`config.mk`:
```
export PLATFORM = sky130hd
export DESIGN_NAME = stream_rr_arbiter_flat
export DESIGN_NICKNAME = d
export VERILOG_FILES = /design/src/rtl/stream_arb_pkg.sv /design/src/rtl/stream_rr_arbiter_if.sv /design/src/rtl/rr_priority_pick.sv /design/src/rtl/stream_rr_arbiter.sv /design/src/flat_wrapper.sv
export SDC_FILE = /design/constraint.sdc
export NUM_CORES = 1
export LEC_CHECK = 0
export CAP_MARGIN = 20
export CORE_MARGIN = 2
export CORE_UTILIZATION = 30
export CTS_CLUSTER_DIAMETER = 200
export DETAILED_ROUTE_END_ITERATION = 12
export GPL_ROUTABILITY_DRIVEN = 0
export GPL_TIMING_DRIVEN = 0
export PLACE_DENSITY = 0.75
export SLEW_MARGIN = 20
export SYNTH_ARGS = -nofsm -noshare
export SYNTH_HDL_FRONTEND = slang
export SYNTH_HIERARCHICAL = 1
export SYNTH_SLANG_ARGS = --single-unit
```
`constraint.sdc`:
```
create_clock -name clk -period 4.2 [get_ports clk]
set_input_delay 0.84 -clock clk [delete_from_list [all_inputs] [get_ports clk]]
set_output_delay 0.84 -clock clk [all_outputs]
set_load 0.01 [all_outputs]
```
`src/rtl/stream_arb_pkg.sv`:
```
// Shared types and helpers for the round-robin stream arbiter.
package stream_arb_pkg;

  typedef enum logic [0:0] {
    ST_IDLE = 1'b0,
    ST_XFER = 1'b1
  } state_e;

  // Width of a requester index; at least one bit even for a single requester.
  function automatic int unsigned GRANT_W(input int unsigned n);
    return (n <= 1) ? 1 : unsigned'($clog2(n));
  endfunction

  function automatic int unsigned rr_next(input int unsigned ptr, input int unsigned n);
    return (ptr + 1 >= n) ? 0 : ptr + 1;
  endfunction

endpackage

```
`src/rtl/stream_rr_arbiter_if.sv`:
```
// Requester-side and shared-stream signals of the round-robin arbiter.
interface stream_rr_arbiter_if #(
  parameter int unsigned N_REQ = 4,
  parameter int unsigned WIDTH = 32
);
  import stream_arb_pkg::*;

  localparam int unsigned GW = GRANT_W(N_REQ);

  logic [N_REQ*WIDTH-1:0] in_data;
  logic [N_REQ-1:0]       in_stb;
  logic [N_REQ-1:0]       in_ack;
  logic [WIDTH-1:0]       out_data;
  logic                   out_stb;
  logic                   out_ack;
  logic                   grant_valid;
  logic [GW-1:0]          grant_id;
  logic                   exception;

  modport master (
    input  in_data, in_stb, out_ack,
    output in_ack, out_data, out_stb, grant_valid, grant_id, exception
  );

  modport slave (
    output in_data, in_stb, out_ack,
    input  in_ack, out_data, out_stb, grant_valid, grant_id, exception
  );

endinterface

```
`src/rtl/rr_priority_pick.sv`:
```
// Rotating-priority picker: first set request scanning from ptr upward, modulo N_REQ.
module rr_priority_pick #(
  parameter int unsigned N_REQ = 4,
  parameter int unsigned GW    = 2
) (
  input  logic [N_REQ-1:0] req,
  input  logic [GW-1:0]    ptr,
  output logic [N_REQ-1:0] onehot_c,
  output logic [GW-1:0]    idx_c,
  output logic             any_c
);

  logic [GW:0] pos;

  always_comb begin
    onehot_c = '0;
    idx_c    = '0;
    any_c    = 1'b0;
    pos      = '0;
    for (int k = 0; k < int'(N_REQ); k++) begin
      pos = {1'b0, ptr} + (GW+1)'(k);
      if (pos >= (GW+1)'(N_REQ)) pos = pos - (GW+1)'(N_REQ);
      if (!any_c && req[pos[GW-1:0]]) begin
        any_c                = 1'b1;
        onehot_c[pos[GW-1:0]] = 1'b1;
        idx_c                = pos[GW-1:0];
      end
    end
  end

endmodule

```
`src/rtl/stream_rr_arbiter.sv`:
```
// Round-robin arbiter sharing one registered stb/ack stream among N_REQ producers,
// with a per-grant burst limit and a sticky protocol-violation flag.
module stream_rr_arbiter
  import stream_arb_pkg::*;
#(
  parameter int unsigned N_REQ     = 4,
  parameter int unsigned WIDTH     = 32,
  parameter int unsigned MAX_BURST = 16
) (
  input logic                 clk,
  input logic                 rst,
  stream_rr_arbiter_if.master bus
);

  localparam int unsigned GW    = GRANT_W(N_REQ);
  localparam int unsigned CNT_W = (MAX_BURST == 0) ? 1 : unsigned'($clog2(MAX_BURST + 1));
  localparam logic [0:0]  IDLE  = ST_IDLE;
  localparam logic [0:0]  XFER  = ST_XFER;

  logic [0:0]       state_q, state_d;
  logic [GW-1:0]    grant_q, grant_d;
  logic [GW-1:0]    ptr_q, ptr_d;
  logic [CNT_W-1:0] count_q, count_d;
  logic             exc_q, exc_d;
  logic             gv_q, gv_d;
  logic             pend_q, pend_d;
  logic             ostb_q, ostb_d;
  logic [WIDTH-1:0] odata_q, odata_d;

  logic [N_REQ-1:0] pick_onehot;
  logic [GW-1:0]    pick_idx;
  logic             pick_any;
  logic             sel_stb;
  logic [WIDTH-1:0] sel_data;
  logic             accept;
  logic             last_word;
  logic             violation;
  logic [N_REQ-1:0] ack_vec;

  rr_priority_pick #(.N_REQ(N_REQ), .GW(GW)) u_pick (
    .req      (bus.in_stb),
    .ptr      (ptr_q),
    .onehot_c (pick_onehot),
    .idx_c    (pick_idx),
    .any_c    (pick_any)
  );

  // Grantee's strobe and data, plus the combinational ack back to it.
  always_comb begin
    sel_stb  = 1'b0;
    sel_data = '0;
    for (int i = 0; i < int'(N_REQ); i++) begin
      if (grant_q == GW'(i)) begin
        sel_stb  = bus.in_stb[i];
        sel_data = bus.in_data[i*WIDTH +: WIDTH];
      end
    end
  end

  assign accept    = (state_q == XFER) && sel_stb && (!ostb_q || bus.out_ack);
  assign last_word = (MAX_BURST != 0) && (count_q == CNT_W'(MAX_BURST - 1));
  assign violation = (state_q == XFER) && pend_q && !sel_stb;

  always_comb begin
    ack_vec = '0;
    for (int i = 0; i < int'(N_REQ); i++) ack_vec[i] = accept && (grant_q == GW'(i));
  end

  always_ff @(posedge clk or negedge rst) begin
    if (!rst) begin
      state_q <= IDLE;
      grant_q <= '0;
      ptr_q   <= '0;
      count_q <= '0;
      exc_q   <= 1'b0;
      gv_q    <= 1'b0;
      pend_q  <= 1'b0;
      ostb_q  <= 1'b0;
      odata_q <= '0;
    end else begin
      state_q <= state_d;
      grant_q <= grant_d;
      ptr_q   <= ptr_d;
      count_q <= count_d;
      exc_q   <= exc_d;
      gv_q    <= gv_d;
      pend_q  <= pend_d;
      ostb_q  <= ostb_d;
      odata_q <= odata_d;
    end
  end

  // pend tracks "grantee strobing but not yet acked", so a drop without ack is a violation.
  always_comb begin
    state_d = state_q;
    grant_d = grant_q;
    ptr_d   = ptr_q;
    count_d = count_q;
    exc_d   = exc_q;
    gv_d    = gv_q;
    pend_d  = pend_q;
    ostb_d  = ostb_q;
    odata_d = odata_q;

    case (state_q)
      IDLE: begin
        pend_d = |(pick_onehot & bus.in_stb);
        if (pick_any) begin
          state_d = XFER;
          grant_d = pick_idx;
          count_d = '0;
          gv_d    = 1'b1;
        end
      end
      XFER: begin
        pend_d = sel_stb && !accept;
        if (accept && (MAX_BURST != 0)) count_d = count_q + CNT_W'(1);
        if (violation) exc_d = 1'b1;
        if (!sel_stb || (accept && last_word)) begin
          state_d = IDLE;
          gv_d    = 1'b0;
          ptr_d   = GW'(rr_next(32'(grant_q), N_REQ));
        end
      end
      default: state_d = IDLE;
    endcase

    // Output register: load on accept, otherwise drain when the consumer acks.
    if (accept) begin
      odata_d = sel_data;
      ostb_d  = 1'b1;
    end else if (ostb_q && bus.out_ack) begin
      ostb_d = 1'b0;
    end
  end

  assign bus.in_ack      = ack_vec;
  assign bus.out_data    = odata_q;
  assign bus.out_stb     = ostb_q;
  assign bus.grant_valid = gv_q;
  assign bus.grant_id    = grant_q;
  assign bus.exception   = exc_q;

endmodule

```
`src/flat_wrapper.sv`:
```
// flat-port wrapper written by rule: the top's interface ports become plain ports
module stream_rr_arbiter_flat import stream_arb_pkg::*;
#(
  parameter int unsigned N_REQ     = 4,
  parameter int unsigned WIDTH     = 32,
  parameter int unsigned MAX_BURST = 16
)
  (clk, rst, bus_in_data, bus_in_stb, bus_out_ack, bus_in_ack, bus_out_data, bus_out_stb, bus_grant_valid, bus_grant_id, bus_exception);
  stream_rr_arbiter_if #(.N_REQ(N_REQ), .WIDTH(WIDTH)) bus_i ();
  input logic clk;
  input logic rst;
  input wire logic [$bits(bus_i.in_data)-1:0] bus_in_data;
  input wire logic [$bits(bus_i.in_stb)-1:0] bus_in_stb;
  input wire logic [$bits(bus_i.out_ack)-1:0] bus_out_ack;
  output wire logic [$bits(bus_i.in_ack)-1:0] bus_in_ack;
  output wire logic [$bits(bus_i.out_data)-1:0] bus_out_data;
  output wire logic [$bits(bus_i.out_stb)-1:0] bus_out_stb;
  output wire logic [$bits(bus_i.grant_valid)-1:0] bus_grant_valid;
  output wire logic [$bits(bus_i.grant_id)-1:0] bus_grant_id;
  output wire logic [$bits(bus_i.exception)-1:0] bus_exception;
  assign bus_i.in_data = bus_in_data;
  assign bus_i.in_stb = bus_in_stb;
  assign bus_i.out_ack = bus_out_ack;
  assign bus_in_ack = bus_i.in_ack;
  assign bus_out_data = bus_i.out_data;
  assign bus_out_stb = bus_i.out_stb;
  assign bus_grant_valid = bus_i.grant_valid;
  assign bus_grant_id = bus_i.grant_id;
  assign bus_exception = bus_i.exception;
  stream_rr_arbiter #(.N_REQ(N_REQ), .WIDTH(WIDTH), .MAX_BURST(MAX_BURST)) u_core (.clk(clk), .rst(rst), .bus(bus_i));
endmodule
```
==> reports/qor.txt <==
status: finished clean
vias per cell: 5.25
Max Buffers Root-to-Sink: 2
Logic pwr share: 70.8%
boundary pin count: 176
WHS: 0.480 ns
Fmax: 248 MHz
drt first pass iters: 5
CP startpoint kind: primary input
Post-synth ARST share: 100%
Die W: 112 um
postcts setup bufs: 0
synth cell count leaders: 58 x a21oi_1, 46 x dfrtp_1, 44 x nand2_1
worst vdd ir: 0.000275 V
GRT overflow: 0
biggest area consumer among synthesized cells: dfrtp_1
Final Hold Viols: 0
Post-CTS Resized: 0
Worst Setup SP: bus_in_stb[2]
CP peak stage delay: 0.65 ns
Leakage: 0.00239 uW
synth warn: 6
clk slew on worst S/H paths: 0.06 ns
Max Slew Vio Count: 0
Starting Density: 30.8%
register share of total power: 19.7%
Power Internal: 2320 uW
critical-path cell list: clkdlybuf4s50_1 -> nor2_1 -> a221oi_2 -> and3_4 -> buf_6 -> buf_12 -> and2_1 -> clkdlybuf4s50_1
clock sinks: 46
Nets: 729
post-synth top area share: 32.7%
Final Setup Violations: 0
CP required: 3.36 ns
hpwl dp: 9760 um
die area: 12600 um2
syn nets: 544
total power: 4010 uW
min Tclk post-route: 4.03 ns
largest family of logic cells by synthesized area: compound AO/OA/AOI/OAI gates
total clock buffers created by CTS: 5
Max FO, Critical Path: 10
Final period util: 96.1%
mux cell area share after synthesis: 17.0%
final WL: 12400 um
htree depth: 2
cell with the most instances after synthesis: a21oi_1
Die Y: 112 um
Crit path top cell by count: clkdlybuf4s50_1
first-pass GRT wire length: 19100 um
Slew @ Worst Pin: 0.634 ns
layout cells sized above 1: 11.2%
# hold bufs at CTS: 0
P_sw: 1690 uW
hold_sp: u_core/count_q[3]
Post-Synth XOR/XNOR Area: 0%
Post-Syn Area: 3520 um2
clock latency on the worst-skew pair: 0.28 ns
ANT cells: 0
Avg WL per Cell: 17.1 um
First DRT Iteration DRCs: 183
Mean Syn Cell Area: 8.84 um2
Worst Path Class, Setup: primary input to output port
ys flop type: dfrtp_1
unique cell type count in the Yosys netlist: 40
DRC viols: 0
total track usage: 18.8%
RSZ-0062 raised after global routing: no
Synth Area in Compound Gates: 26.7%
Worst EP arrival: 3.19 ns
reg-to-reg startpoint: u_core/ptr_q[1]
Finished Core Util: 49.2%
DP Area: 5460 um2
Max-Cap Viols: 0
Hold WC Path Type: flip-flop to flip-flop
Worst setup EP type: output port
TNS Setup: 0 ns
CTS Root Cell: clkbuf_16
#FFs+latches synth: 46
Simple-Gate Fraction of Synth Area: 10.5%
number of buffers added on ports: 175
cell row count: 39
cells after synthesis: 398
R2R Setup Slk: 1.52 ns
relative slew slack: 57.7%
Clk network pwr share: 9.5%
Layout area overhead: 59.7%
Seq/Total Area, Yosys: 32.7%
synth top area cells: dfrtp_1 33%, mux2_2 11%, a21oi_1 8.3%, a22o_1 7.2%, o21ai_0 5.3%
Pwr Density: 714 nW/um2
Post-synth EDFFs: 0
vias in the first global route: 3978
DRT antenna net count: 0
initial antenna violation count: 0
CTS tree: yes
largest net degree at the start of global routing: 27
Switching Fraction: 42.1%
core region area: 11400 um2
Slowest-stage cell, CP: clkdlybuf4s50_1
cell area after layout: 5620 um2
Adder-Cell Fraction of Synth Area: 3.91%
vias: 3808
Post-Route Skew: 0.00411 ns
==> flip-flops by register name, indices dropped and copies added (netlist names) <==
signal,flops
u_core/bus.grant_id,2
u_core/bus.out_stb,1
u_core/bus.grant_valid,1
u_core/ptr_q,2
u_core/state_q,1
u_core/pend_q,1
u_core/bus.out_data,32
u_core/count_q,5
u_core/bus.exception,1
==> area by class of cell <==
| class | instances | area [um2] |
|---|---|---|
| Fill cell | 1103 | 5800 |
| Multi-Input combinational cell | 281 | 2040 |
| Inverter | 38 | 143 |
| Sequential cell | 46 | 1150 |
| Clock buffer | 6 | 139 |
| Timing Repair Buffer | 178 | 1780 |
| Buffer | 33 | 181 |
| Tap cell | 143 | 179 |
==> per-layer routing <==
metal	track usage (%)	vias to the layer above	routed length (um)
li1	-	1792	-
met1	21.6	1808	4780
met2	34.9	189	6370
met3	4.64	19	1050
met4	4.47	0	174
met5	0	-	0
==> worst max-delay path: cells and delay by family <==
family,cells,cell delay [ns]
AND/OR/NAND/NOR,3,0.49
buffers and inverters,4,1.50
AO/OA/AOI/OAI,1,0.36
==> path summary, 6_finish.rpt <==
| check | endpoint | depth (start not counted) |
|---|---|---|
| worst max-delay path | bus_in_ack[1] | 8 |
| worst min-delay path | u_core/count_q[3] | 1 |
| worst min register to register | u_core/count_q[3] | 1 |
| min in group asynchronous | u_core/bus.out_data[11] | 1 |
| max in group asynchronous | u_core/pend_q | 2 |
| worst max register to register | u_core/bus.grant_id[0] | 8 |
==> cell families after synthesis <==
logic type	count (synthesis)
AO/OA/AOI/OAI	150
adder cells (fa/ha/maj)	11
buffers and inverters	71
flip-flops	46
multiplexers	48
AND/OR/NAND/NOR	72
==> power groups by stage <==
stage | clock [uW] | sequential, uW | combinational (uW)
3_3_place_gp | 0 | 788 | 2710
5_1_grt | 412 | 820 | 3070
6_report | 382 | 790 | 2840
2_1_floorplan | 0 | 854 | 1740
4_1_cts | 396 | 793 | 2800
3_5_place_dp | 0 | 800 | 2790
==> layout by cell type, fill, tap and decap left out, types with 3 or more instances in the layout <==
cell and instances:
a21oi_1 58, a221oi_1 5, a22o_1 29, a22oi_1 8, and2_1 5, buf_2 4
buf_4 4, buf_6 4, clkbuf_1 21, clkbuf_16 5, clkdlybuf4s50_1 174, dfrtp_1 46
ha_1 11, inv_1 38, mux2_2 35, mux2_4 3, mux2i_1 6, nand2_1 44
nor2_1 4, nor2b_1 7, o21ai_0 37, o31ai_1 5
==> through the flow <==
stage / instances / worst slack [ns]
global route: 725 / 0.0725
floorplan: 398 / 1.38
detailed placement: 717 / 0.00523
finish: 725 / 0.166
CTS: 723 / 0.000775
global placement: 716 / 0.0447
Power figures use the tool's default switching activity.
